$ cat src/rtl/skew_feed_sequencer.sv
// skew_feed_sequencer
// Sequences BRAM row reads for CHANNELS parallel streams sharing one address,
// absorbs the one-cycle BRAM read latency, and diagonally skews every row so
// lane i of each channel reaches the systolic tile i cycles after lane 0.
// Lanes outside their valid window are forced to zero (zero-flush).
module skew_feed_sequencer #(
    parameter int MATRIX_SIZE = 4,
    parameter int REG_WIDTH   = 16,
    parameter int ADDR_WIDTH  = 2,
    parameter int CHANNELS    = 2
) (
    input  logic                                      clk,
    input  logic                                      reset,
    input  logic                                      start,
    input  logic [ADDR_WIDTH-1:0]                     rows_m1,
    output logic                                      bram_en,
    output logic [ADDR_WIDTH-1:0]                     bram_addr,
    input  logic [CHANNELS*MATRIX_SIZE*REG_WIDTH-1:0] bram_rdata,
    output logic [CHANNELS*MATRIX_SIZE*REG_WIDTH-1:0] lane_data,
    output logic [MATRIX_SIZE-1:0]                    lane_valid,
    output logic                                      compute_start,
    output logic                                      busy,
    output logic                                      done
);

    // One lane word carries the same lane index of every channel side by side.
    localparam int LANE_W = CHANNELS * REG_WIDTH;
    // Drain counter counts 0..MATRIX_SIZE, i.e. MATRIX_SIZE+1 cycles.
    localparam int CNT_W  = (MATRIX_SIZE < 1) ? 1 : $clog2(MATRIX_SIZE + 1);
    localparam logic [CNT_W-1:0] DRAIN_LAST = CNT_W'(MATRIX_SIZE);

    typedef enum logic [1:0] {
        IDLE  = 2'd0,
        FETCH = 2'd1,
        DRAIN = 2'd2,
        DONE  = 2'd3
    } state_t;

    state_t                state_reg;
    logic [ADDR_WIDTH-1:0] rows_reg;
    logic [CNT_W-1:0]      drain_cnt_reg;
    logic                  en_d1_reg;
    logic                  en_d2_reg;

    // Control FSM: all handshake and BRAM address outputs are registered here.
    always_ff @(posedge clk) begin
        if (reset) begin
            state_reg     <= IDLE;
            rows_reg      <= '0;
            drain_cnt_reg <= '0;
            bram_en       <= 1'b0;
            bram_addr     <= '0;
            busy          <= 1'b0;
            done          <= 1'b0;
        end else begin
            case (state_reg)
                IDLE: begin
                    done <= 1'b0;
                    if (start) begin
                        state_reg <= FETCH;
                        rows_reg  <= rows_m1;
                        bram_en   <= 1'b1;
                        bram_addr <= '0;
                        busy      <= 1'b1;
                    end
                end
                FETCH: begin
                    // The address counter stops at the last row and then holds,
                    // so it can never wrap.
                    if (bram_addr == rows_reg) begin
                        bram_en       <= 1'b0;
                        drain_cnt_reg <= '0;
                        state_reg     <= DRAIN;
                    end else begin
                        bram_addr <= bram_addr + ADDR_WIDTH'(1);
                    end
                end
                DRAIN: begin
                    // Wait for the last row to clear the deepest skew stage.
                    if (drain_cnt_reg == DRAIN_LAST) begin
                        state_reg <= DONE;
                        done      <= 1'b1;
                    end else begin
                        drain_cnt_reg <= drain_cnt_reg + CNT_W'(1);
                    end
                end
                DONE: begin
                    done      <= 1'b0;
                    busy      <= 1'b0;
                    state_reg <= IDLE;
                end
                default: begin
                    state_reg <= IDLE;
                    bram_en   <= 1'b0;
                    busy      <= 1'b0;
                    done      <= 1'b0;
                end
            endcase
        end
    end

    // Track which cycles carry real BRAM data and flag the first lane-0 word.
    always_ff @(posedge clk) begin
        if (reset) begin
            en_d1_reg     <= 1'b0;
            en_d2_reg     <= 1'b0;
            compute_start <= 1'b0;
        end else begin
            en_d1_reg     <= bram_en;
            en_d2_reg     <= en_d1_reg;
            compute_start <= en_d1_reg & ~en_d2_reg;
        end
    end

    // Per-lane capture register followed by gi skew stages.
    genvar gi, gc;
    generate
        for (gi = 0; gi < MATRIX_SIZE; gi++) begin : g_lane
            logic [LANE_W-1:0] lane_in;
            logic [LANE_W-1:0] data_stage  [0:gi];
            logic              valid_stage [0:gi];

            for (gc = 0; gc < CHANNELS; gc++) begin : g_gather
                assign lane_in[gc*REG_WIDTH +: REG_WIDTH] =
                    bram_rdata[(gc*MATRIX_SIZE+gi)*REG_WIDTH +: REG_WIDTH];
            end

            // Capture only on cycles that follow a BRAM read; zeros otherwise,
            // which flushes the diagonal edges to zero as it shifts through.
            always_ff @(posedge clk) begin
                if (reset) begin
                    for (int k = 0; k <= gi; k++) begin
                        data_stage[k]  <= '0;
                        valid_stage[k] <= 1'b0;
                    end
                end else begin
                    data_stage[0]  <= en_d1_reg ? lane_in : '0;
                    valid_stage[0] <= en_d1_reg;
                    for (int k = 1; k <= gi; k++) begin
                        data_stage[k]  <= data_stage[k-1];
                        valid_stage[k] <= valid_stage[k-1];
                    end
                end
            end

            assign lane_valid[gi] = valid_stage[gi];

            for (gc = 0; gc < CHANNELS; gc++) begin : g_scatter
                assign lane_data[(gc*MATRIX_SIZE+gi)*REG_WIDTH +: REG_WIDTH] =
                    data_stage[gi][gc*REG_WIDTH +: REG_WIDTH];
            end
        end
    endgenerate

endmodule

$ cat config.mk
export PLATFORM = sky130hd
export DESIGN_NAME = skew_feed_sequencer
export DESIGN_NICKNAME = d
export VERILOG_FILES = /design/src/rtl/skew_feed_sequencer.sv
export SDC_FILE = /design/constraint.sdc
export NUM_CORES = 1
export LEC_CHECK = 0
export CAP_MARGIN = 20
export CORE_AREA = 2 2 145 147
export CTS_CLUSTER_SIZE = 12
export DETAILED_ROUTE_END_ITERATION = 8
export DIE_AREA = 0 0 147 149
export GPL_TIMING_DRIVEN = 1
export PLACE_DENSITY = 0.82
export REMOVE_ABC_BUFFERS = 1
export SYNTH_ARGS = -nofsm -noshare
export SYNTH_HDL_FRONTEND = slang
export SYNTH_SLANG_ARGS = --single-unit
$ cat constraint.sdc
create_clock -name clk -period 2.5 [get_ports clk]
set_input_delay 0.5 -clock clk [delete_from_list [all_inputs] [get_ports clk]]
set_output_delay 0.5 -clock clk [all_outputs]
set_load 0.05 [all_outputs]
==> results of run 1 <==
## cell usage after synthesis, drive strengths merged, types with 2 or more instances
cell type	n	area [µm²]
clkbuf	37	139
buf	101	756
dfxtp	338	6770
nand3	5	25.0
ha	7	87.6
o31ai	2	15.0
a211oi	3	27.5
nor2	5	18.8
and2	128	801
a21boi	2	18.8
o21ai	3	15.0
a21oi	8	40.0
xnor2	2	32.5
inv	4	15.0
nand2b	3	18.8
or4	2	15.0
nor2b	200	1250
nand2	12	45.0
and3	2	13.8
## cells by family (layout without fill, tap and decap cells)
| group | after synthesis | count (layout) |
|---|---|---|
| and+or+nand+nor | 360 | 360 |
| DFF | 338 | 338 |
| buffers and inverters | 142 | 323 |
| AOI/OAI and AO/OA | 22 | 22 |
| adders and majority gates | 7 | 7 |
| xor gates and xnor gates | 2 | 2 |
| muxes | 1 | 1 |
| other | 0 | 1 |
## cell type report
cell class                      count  area, µm²  share of cell area, %
Sequential cell                   338       6770                   50.6
Inverter                            4       15.0                  0.112
Clock buffer                       39        911                   6.81
Clock inverter                      2       38.8                  0.290
Tap cell                          275        344                   2.57
Timing Repair Buffer              278       2800                   20.9
Multi-Input combinational cell    392       2500                   18.7
Antenna cell                        1       2.50                 0.0187
## per-stage QoR
step / TNS, ns / setup WS, ns / cells / util (%)
4_1_cts: 0 / 0.161 / 1328 / 65.1
3_3_place_gp: 0 / 0.655 / 1287 / 60.5
5_1_grt: 0 / 0.125 / 1328 / 65.1
2_1_floorplan: -137.90 / -1.08 / 734 / -
3_5_place_dp: 0 / 0.617 / 1287 / 60.5
6_report: 0 / 0.169 / 1329 / 65.1
## path summary, 6_finish.rpt
| kind | from | to | slack, ns | depth (start not counted) |
|---|---|---|---|---|
| worst min register to register | g_lane[3].data_stage[0][18] | g_lane[3].data_stage[0][50] | 0.43 | 1 |
| worst min-delay path | reset | g_lane[3].data_stage[0][106] | 0.37 | 2 |
| worst max-delay path | bram_addr[0] | bram_addr[0] | 0.17 | 1 |
| worst max register to register | state_reg[0] | drain_cnt_reg[0] | 0.65 | 6 |
## worst register-to-register path: stages, from the launching register on
cell      delay [ns]
dfxtp_1         0.36
inv_1           0.11
ha_1            0.31
and3_1          0.23
o21bai_1        0.18
or4_1           0.49
o31ai_1         0.09
## where the power goes
part,total (W),switching (W),internal [W]
combinational,0.00129,0.000705,0.000589
sequential,0.00572,0.0000832,0.00563
clock,0.00445,0.00180,0.00265
## metal layers
layer  GRT usage [%]  vias up  share of wire [%]  wire length (µm)
li1                -     2900                  -                 -
met5               0        -                  0                 0
met4            7.02        0                3.8               680
met3            6.61       48                9.5              1690
met1            16.5     2545                 37              6580
met2            28.2      225                 50              8890
==> out/metrics.yaml, run 1 <==
status:
  run_status: "complete, no violations"
global_routing:
  number_of_global_route_vias_before_repair: 5606
  grt_pass1_wl_mm: 27.6
  global_route.usage.total_pct: 15.9
  grt_remaining_overflow: 0
  antenna_found_initial: 1
  grt_max_degree: 87
logic_synthesis:
  synth_top_family_by_area: "simple AND/OR/NAND/NOR gates"
  synth_fa_ha_area_share_pct: 0.861
  netlist-cell-type-count: 31
  synth_edf_count: 0
  synthFlopType: "dfxtp_1"
  syn_area_um2: 10200
  synth-async-reset-ratio_pct: 0
  synth.yosys.warnings: 0
  yosys_register_bits: 338
  synth_compound_gate_area_share_pct: 1.46
  muxShareOfSynthArea_pct: 0.0984
  synth_cells: 872
  synth_xor_area_share_pct: 0.320
  synthSimpleGateAreaFrac_pct: 21.8
  yosysSeqAreaShare_pct: 66.5
  syn_area_per_cell_um2: 11.7
sta:
  timing.final.crit_period_ns: 2.33
  fin_crit_sh_pct: 93.2
  report.final.slew_viol_count: 0
  setup-violations-final: 0
  slew_of_the_pin_with_the_lowest_slew_margin_ns: 0.590
  slew_headroom_pct: 60.5
  hold_viol: 0
  fin_skew_ns: 0.0113
  rsz0062_at_grt: "no"
  highest_attainable_clock_frequency_mhz: 429
  fin_hold_ws_ns: 0.366
detailed_routing:
  dr.pass1.iters: 4
  antenna_violating_nets_post_route: 0
  num_vias: 5718
  routed_wl_mm: 17.8
  drt_first_iter_violations: 131
  routedWlPerCell_um: 13.4
  post_drt_via_cell_ratio: 4.30
  route.detailed.drc: 0
floorplan:
  initial_utilization_pct: 49.5
  num_rows: 53
  die_area_um2: 21900
  ioPinCount: 271
  die_width_um: 147
  chipHeight_um: 149
  placeableCoreArea_um2: 20600
run:
  timing.max_cap.violations: 0
setup_path:
  crit_type: "reg2out"
  setup.worst_path.start_class: "flip-flop"
  cp_max_fo: 7
  cp_slowest_cell: "clkdlybuf4s50_1"
  critical_path.endpoint_type: "output pin"
  gate_family_responsible_for_the_most_delay_along_the_worst_path: "buffers and inverters"
  timing.critical_path.buf_inv: 1
  cp_data_arrival_time_ns: 1.83
  largest_stage_delay_on_the_critical_path_ns: 0.86
  critical_path_required_ns: 2.00
  cp_cell_sequence: "clkdlybuf4s50_1"
placed_design:
  placed_inst_area_um2: 12400
  detailedPlacementHpwl_mm: 12.2
  port_buffers: 270
  globalplace.congestion: 0.752
cells_and_area:
  fillCellCount: 1514
  layout-drive-gt1-share_pct: 5.32
  area_delta_synth_final_pct: 31.6
  largest_register_ffs: 320
  design.final.nets: 1188
  final_area_um2: 13400
  layout.cells.most_common: "dfxtp_1"
  layout_common_cells: "dfxtp_1 (338), clkdlybuf4s50_1 (269), nor2b_1 (199), and2_1 (128), clkbuf_16 (35)"
power:
  power-per-cell-area_nw_per_um2: 857
  ir_worst_vdd_mv: 0.562
  leakage_nw: 5.23
  finalPower_w: 0.0115
clocking:
  tritoncts: "yes"
  cts-buffers-inserted: 34
  clk_tree_root_cell: "clkbuf_16"
  worst_skew_pair.late_latency_ns: 0.49
  cts_sinks: 338
  max-clock-path-buffers: 3
  cts-hold-fix-buffers: 0
  path_clk_slew_ns: 0.06
  clock_tree.htree_level_count: 2
  post_cts.repair.setup_buffers: 0
  cts_resized: 0
worst_hold_path:
  worst_hold_path_type: "in2reg"
Power figures use the tool's default switching activity.
==> run 2: changes to the inputs <==
--- a/config.mk
+++ b/config.mk
@@ -6,12 +6,12 @@
 export NUM_CORES = 1
 export LEC_CHECK = 0
 export CAP_MARGIN = 20
-export CORE_AREA = 2 2 145 147
+export CORE_AREA = 2 2 174 176
 export CTS_CLUSTER_SIZE = 12
 export DETAILED_ROUTE_END_ITERATION = 8
-export DIE_AREA = 0 0 147 149
+export DIE_AREA = 0 0 176 178
 export GPL_TIMING_DRIVEN = 1
-export PLACE_DENSITY = 0.82
+export PLACE_DENSITY = 0.6
 export REMOVE_ABC_BUFFERS = 1
 export SYNTH_ARGS = -nofsm -noshare
 export SYNTH_HDL_FRONTEND = slang
==> out/metrics.yaml, run 2 (same netlist as run 1, synthesis figures left out) <==
power:
  ir_worst_vdd_mv: 0.522  # was 0.562 mV
  power-per-cell-area_nw_per_um2: 873  # was 857 nW/µm²
  leakage_nw: 5.29  # was 5.23 nW
setup_path:
  timing.critical_path.depth: 1  # unchanged
  cp_cell_sequence: "clkdlybuf4s50_1"  # unchanged
  critical_path.endpoint_type: "output pin"  # unchanged
  largest_stage_delay_on_the_critical_path_ns: 0.85  # was 0.86 ns
  critical_path_required_ns: 2.00  # about the same
  setup.worst_path.start_class: "flip-flop"  # unchanged
  crit_type: "reg2out"  # unchanged
  worst_r2r_endpoint: "drain_cnt_reg[0]"  # unchanged
  timing.critical_path.buf_inv: 1  # unchanged
  cp_max_fo: 7  # unchanged
  cp_slowest_cell: "clkdlybuf4s50_1"  # unchanged
  gate_family_responsible_for_the_most_delay_along_the_worst_path: "buffers and inverters"  # unchanged
  ff2ff_path_depth: 6  # unchanged
  cp_data_arrival_time_ns: 1.81  # was 1.83 ns
  r2r_setup_slack_ns: 0.70  # was 0.65 ns
  rr_startpoint: "state_reg[0]"  # unchanged
clocking:
  cts_resized: 0  # unchanged
  path_clk_slew_ns: 0.06  # about the same
  cts-buffers-inserted: 36  # was 34
  worst_skew_pair.late_latency_ns: 0.50  # was 0.49 ns
  clock_tree.htree_level_count: 2  # unchanged
  tritoncts: "yes"  # unchanged
  max-clock-path-buffers: 3  # unchanged
  cts-hold-fix-buffers: 0  # unchanged
  cts_sinks: 338  # unchanged
  clk_tree_root_cell: "clkbuf_16"  # unchanged
  post_cts.repair.setup_buffers: 0  # unchanged
detailed_routing:
  dr.pass1.iters: 4  # unchanged
  drt_first_iter_violations: 213  # was 131
  antenna_violating_nets_post_route: 0  # unchanged
  post_drt_via_cell_ratio: 3.90  # was 4.30
  routed_wl_mm: 17.6  # was 17.8 mm
  num_vias: 5686  # was 5,718
  routedWlPerCell_um: 12.1  # was 13.4 µm
  route.detailed.drc: 0  # unchanged
placed_design:
  detailedPlacementHpwl_mm: 11.6  # was 12.2 mm
  globalplace.congestion: 0.726  # was 0.752
  port_buffers: 270  # unchanged
cells_and_area:
  multiInputGateArea_um2: 2500  # unchanged
  fillCellCount: 2720  # was 1,514
  layout_common_cells: "dfxtp_1 (338), clkdlybuf4s50_1 (269), nor2b_1 (199), and2_1 (128), clkbuf_16 (37)"  # was dfxtp_1 (338), clkdlybuf4s50_1 (269), nor2b_1 (199), and2_1 (128), clkbuf_16 (35)
  largest_register_ffs: 320  # unchanged
  layout.cells.most_common: "dfxtp_1"  # unchanged
  end_of_flow_core_utilization_pct: 46.4  # was 65.1%
  design.final.nets: 1186  # was 1,188
  layout-drive-gt1-share_pct: 5.82  # was 5.32%
  area.sequential_um2: 6770  # unchanged
  area_delta_synth_final_pct: 34.1  # was 31.6%
worst_hold_path:
  timing.hold.worst_path_depth: 2  # unchanged
  worst_hold_path_type: "in2reg"  # unchanged
  timing.hold.worst_endpoint: "g_lane[3].data_stage[0][109]"  # was g_lane[3].data_stage[0][106]
  min_from: "reset"  # unchanged
global_routing:
  grt_pass1_wl_mm: 27.9  # was 27.6 mm
  grt_remaining_overflow: 0  # unchanged
  number_of_global_route_vias_before_repair: 5499  # was 5,606
  grt_max_degree: 108  # was 87
  antenna_found_initial: 3  # was 1
  global_route.usage.total_pct: 11.2  # was 15.9%
sta:
  timing.final.crit_period_ns: 2.31  # was 2.33 ns
  fin_tns_setup_ns: 0  # unchanged
  setup-violations-final: 0  # unchanged
  fin_hold_ws_ns: 0.416  # was 0.366 ns
  slew_headroom_pct: 61.8  # was 60.5%
  rsz0062_at_grt: "no"  # unchanged
  report.final.slew_viol_count: 0  # unchanged
  fin_crit_sh_pct: 92.5  # was 93.2%
  fin_skew_ns: 0.0179  # was 0.0113 ns
  slew_of_the_pin_with_the_lowest_slew_margin_ns: 0.572  # was 0.590 ns
  hold_viol: 0  # unchanged
  highest_attainable_clock_frequency_mhz: 433  # was 429 MHz
floorplan:
  die_width_um: 176  # was 147 µm
  initial_utilization_pct: 34.6  # was 49.5%
  placeableCoreArea_um2: 29400  # was 20,600 µm²
  num_rows: 63  # was 53
  die_area_um2: 31300  # was 21,900 µm²
  ioPinCount: 271  # unchanged
  chipHeight_um: 178  # was 149 µm
status:
  run_status: "complete, no violations"  # unchanged
run:
  timing.max_cap.violations: 0  # unchanged
-- run 2: changes by cell type in the layout (fill, tap and decap cells not counted), sizes merged --
cell / change
clkbuf: +13
diode: +1
clkinv: +3
inv: +1
buf: -4
-- run 2: cell type report --
class	instances	area share, %
clock inverters	6	0.459
flip-flops and latches	338	49.6
clock buffers	52	7.64
repair buffers	274	20.2
well taps	390	3.58
multi-input cells	392	18.3
diodes	2	0.0367
inverters	4	0.110
-- run 2: worst max path at each step --
stage,startpoint,end
final,bram_addr[0],bram_addr[0]
after global placement,start,state_reg[0]
after floorplan,reset,g_lane[1].valid_stage[0][0]
after CTS,bram_addr[0],bram_addr[0]
after global routing,bram_addr[0],bram_addr[0]
after detailed placement,start,state_reg[0]
-- run 2: routing by layer --
metal	track usage, %	wire length, µm
met5	0	13
met4	3.89	373
met3	6.10	2110
met2	17.6	7790
met1	13.0	7350
-- run 2: report_power, final --
group / switching [W] / leakage, nW / internal, W
registers: 0.0000779 / 2.73 / 0.00563
clock network: 0.00196 / 0.545 / 0.00298
logic: 0.000685 / 2.01 / 0.000576
-- run 2: metrics by stage --
stage / cell area (µm²) / total power (W) / setup WS [ns] / instances
after global placement: 12500 / 0.00709 / 0.628 / 1398
after CTS: 13600 / 0.0121 / 0.149 / 1456
after floorplan: 9270 / 0.00655 / -1.08 / 734
final: 13600 / 0.0119 / 0.188 / 1458
after global routing: 13600 / 0.0125 / 0.0825 / 1456
after detailed placement: 12500 / 0.00711 / 0.619 / 1398
==> run 3: changes to the inputs <==
--- a/config.mk
+++ b/config.mk
@@ -6,12 +6,15 @@
 export NUM_CORES = 1
 export LEC_CHECK = 0
 export CAP_MARGIN = 20
+export CELL_PAD_IN_SITES_DETAIL_PLACEMENT = 0
+export CELL_PAD_IN_SITES_GLOBAL_PLACEMENT = 1
 export CORE_AREA = 2 2 174 176
+export CTS_CLUSTER_DIAMETER = 50
 export CTS_CLUSTER_SIZE = 12
 export DETAILED_ROUTE_END_ITERATION = 8
 export DIE_AREA = 0 0 176 178
 export GPL_TIMING_DRIVEN = 1
-export PLACE_DENSITY = 0.6
+export PLACE_DENSITY = 0.74
 export REMOVE_ABC_BUFFERS = 1
 export SYNTH_ARGS = -nofsm -noshare
 export SYNTH_HDL_FRONTEND = slang
==> out/metrics.yaml, run 3 (same netlist as run 1, synthesis figures left out) <==
sta:
  timing.final.crit_period_ns: 2.34  # was 2.31 ns
  rsz0062_at_grt: "no"  # unchanged
  fin_skew_ns: 0.0231  # was 0.0179 ns
  setup-violations-final: 0  # unchanged
  report.final.slew_viol_count: 0  # unchanged
  slew_headroom_pct: 55.5  # was 61.8%
  slew_of_the_pin_with_the_lowest_slew_margin_ns: 0.668  # was 0.572 ns
  fin_crit_sh_pct: 93.7  # was 92.5%
  highest_attainable_clock_frequency_mhz: 427  # was 433 MHz
  hold_viol: 0  # unchanged
detailed_routing:
  route.detailed.drc: 0  # unchanged
  routed_wl_mm: 18.1  # was 17.6 mm
  num_vias: 5642  # was 5,686
  antenna_violating_nets_post_route: 0  # unchanged
  post_drt_via_cell_ratio: 3.88  # was 3.90
  dr.pass1.iters: 4  # unchanged
  drt_first_iter_violations: 189  # was 213
  routedWlPerCell_um: 12.5  # was 12.1 µm
worst_hold_path:
  worst_hold_path_type: "in2reg"  # unchanged
  min_from: "reset"  # unchanged
  timing.hold.worst_path_depth: 2  # unchanged
  timing.hold.worst_endpoint: "g_lane[3].data_stage[0][102]"  # was g_lane[3].data_stage[0][109]
cells_and_area:
  fillCellCount: 2662  # was 2,720
  layout.cells.most_common: "dfxtp_1"  # unchanged
  design.final.nets: 1190  # was 1,186
  finish.cell_count_without_fillers: 1455  # was 1,458
  area_delta_synth_final_pct: 34.9  # was 34.1%
  largest_register_ffs: 320  # unchanged
  layout_common_cells: "dfxtp_1 (338), clkdlybuf4s50_1 (269), nor2b_1 (199), and2_1 (128), clkbuf_16 (40)"  # was dfxtp_1 (338), clkdlybuf4s50_1 (269), nor2b_1 (199), and2_1 (128), clkbuf_16 (37)
  final_area_um2: 13700  # was 13,600 µm²
  layout-drive-gt1-share_pct: 6.48  # was 5.82%
setup_path:
  critical_path.endpoint_type: "output pin"  # unchanged
  cp_slowest_cell: "clkdlybuf4s50_1"  # unchanged
  ff2ff_path_depth: 6  # unchanged
  worst_r2r_endpoint: "drain_cnt_reg[0]"  # unchanged
  r2r_setup_slack_ns: 0.63  # was 0.70 ns
  cp_cell_sequence: "clkdlybuf4s50_1"  # unchanged
  gate_family_responsible_for_the_most_delay_along_the_worst_path: "buffers and inverters"  # unchanged
  rr_startpoint: "state_reg[0]"  # unchanged
  timing.critical_path.buf_inv: 1  # unchanged
  crit_type: "reg2out"  # unchanged
  setup.worst_path.start_class: "flip-flop"  # unchanged
  critical_path_required_ns: 2.00  # about the same
  largest_stage_delay_on_the_critical_path_ns: 0.86  # was 0.85 ns
  cp_max_fo: 7  # unchanged
  timing.critical_path.depth: 1  # unchanged
  cp_data_arrival_time_ns: 1.84  # was 1.81 ns
clocking:
  clock_tree.htree_level_count: 2  # unchanged
  tritoncts: "yes"  # unchanged
  max-clock-path-buffers: 3  # unchanged
  path_clk_slew_ns: 0.06  # about the same
  cts-buffers-inserted: 39  # was 36
  clk_tree_root_cell: "clkbuf_16"  # unchanged
  cts_sinks: 338  # unchanged
  worst_skew_pair.late_latency_ns: 0.52  # was 0.50 ns
  post_cts.repair.setup_buffers: 0  # unchanged
  cts_resized: 0  # unchanged
  cts-hold-fix-buffers: 0  # unchanged
global_routing:
  grt_max_degree: 84  # was 108
  global_route.usage.total_pct: 11.3  # was 11.2%
  grt_remaining_overflow: 0  # unchanged
  antenna_found_initial: 1  # was 3
  grt_pass1_wl_mm: 28.1  # was 27.9 mm
  number_of_global_route_vias_before_repair: 5411  # was 5,499
power:
  ir_worst_vdd_mv: 0.556  # was 0.522 mV
  power-per-cell-area_nw_per_um2: 890  # was 873 nW/µm²
  leakage_nw: 5.33  # was 5.29 nW
floorplan:
  die_area_um2: 31300  # unchanged
  die_width_um: 176  # unchanged
  placeableCoreArea_um2: 29400  # unchanged
  num_rows: 63  # unchanged
  ioPinCount: 271  # unchanged
  chipHeight_um: 178  # unchanged
  initial_utilization_pct: 34.6  # unchanged
placed_design:
  detailedPlacementHpwl_mm: 11.9  # was 11.6 mm
  globalplace.congestion: 0.731  # was 0.726
  port_buffers: 270  # unchanged
  placed_cells_incl_taps: 1399  # was 1,398
  placed_inst_area_um2: 12500  # about the same
run:
  timing.max_cap.violations: 0  # unchanged
status:
  run_status: "complete, no violations"  # unchanged
[run 3: final cells by class]
cell class                 instances  area [µm²]  area share (%)
antenna                            1        2.50          0.0182
clock buffer                      44        1060            7.70
clock inverter                    11         126           0.921
inverter                           4        15.0           0.109
multi-input combinational        392        2500            18.2
sequential                       338        6770            49.3
tap                              390         488            3.56
timing repair buffer             275        2770            20.2
[run 3: layer usage]
layer | global-route usage [%] | share of wire (%) | vias up
li1 | - | - | 2911
met1 | 13.2 | 41 | 2458
met2 | 17.8 | 45 | 230
met3 | 5.80 | 12 | 43
met4 | 4.48 | 2.9 | 0
met5 | 0 | 0 | -
[run 3: report_power, final]
group | switching [W] | total, W | internal, W
clock network | 0.00210 | 0.00523 | 0.00313
registers | 0.0000777 | 0.00571 | 0.00563
logic | 0.000694 | 0.00127 | 0.000578
[run 3: per-stage QoR]
step                utilization (%)  setup WS (ns)  hold WS, ns  setup TNS, ns  power (W)
floorplan                         -          -1.08        0.414        -137.90    0.00655
global placement               42.6          0.639        0.415              0    0.00710
detailed placement             42.6          0.628        0.420              0    0.00712
CTS                            46.7          0.129        0.298              0     0.0124
global route                   46.7         0.0892        0.310              0     0.0128
finish                         46.7          0.157        0.325              0     0.0122
[run 3: how the worst max path moves through the flow]
stage                  from                     endpoint  slack, ns
2_1_floorplan         reset  g_lane[1].valid_stage[0][0]      -1.08
3_3_place_gp          start                 state_reg[0]       0.64
3_5_place_dp          start                 state_reg[0]       0.63
4_1_cts        bram_addr[0]                 bram_addr[0]       0.13
5_1_grt        bram_addr[0]                 bram_addr[0]       0.09
6_report       bram_addr[0]                 bram_addr[0]       0.16
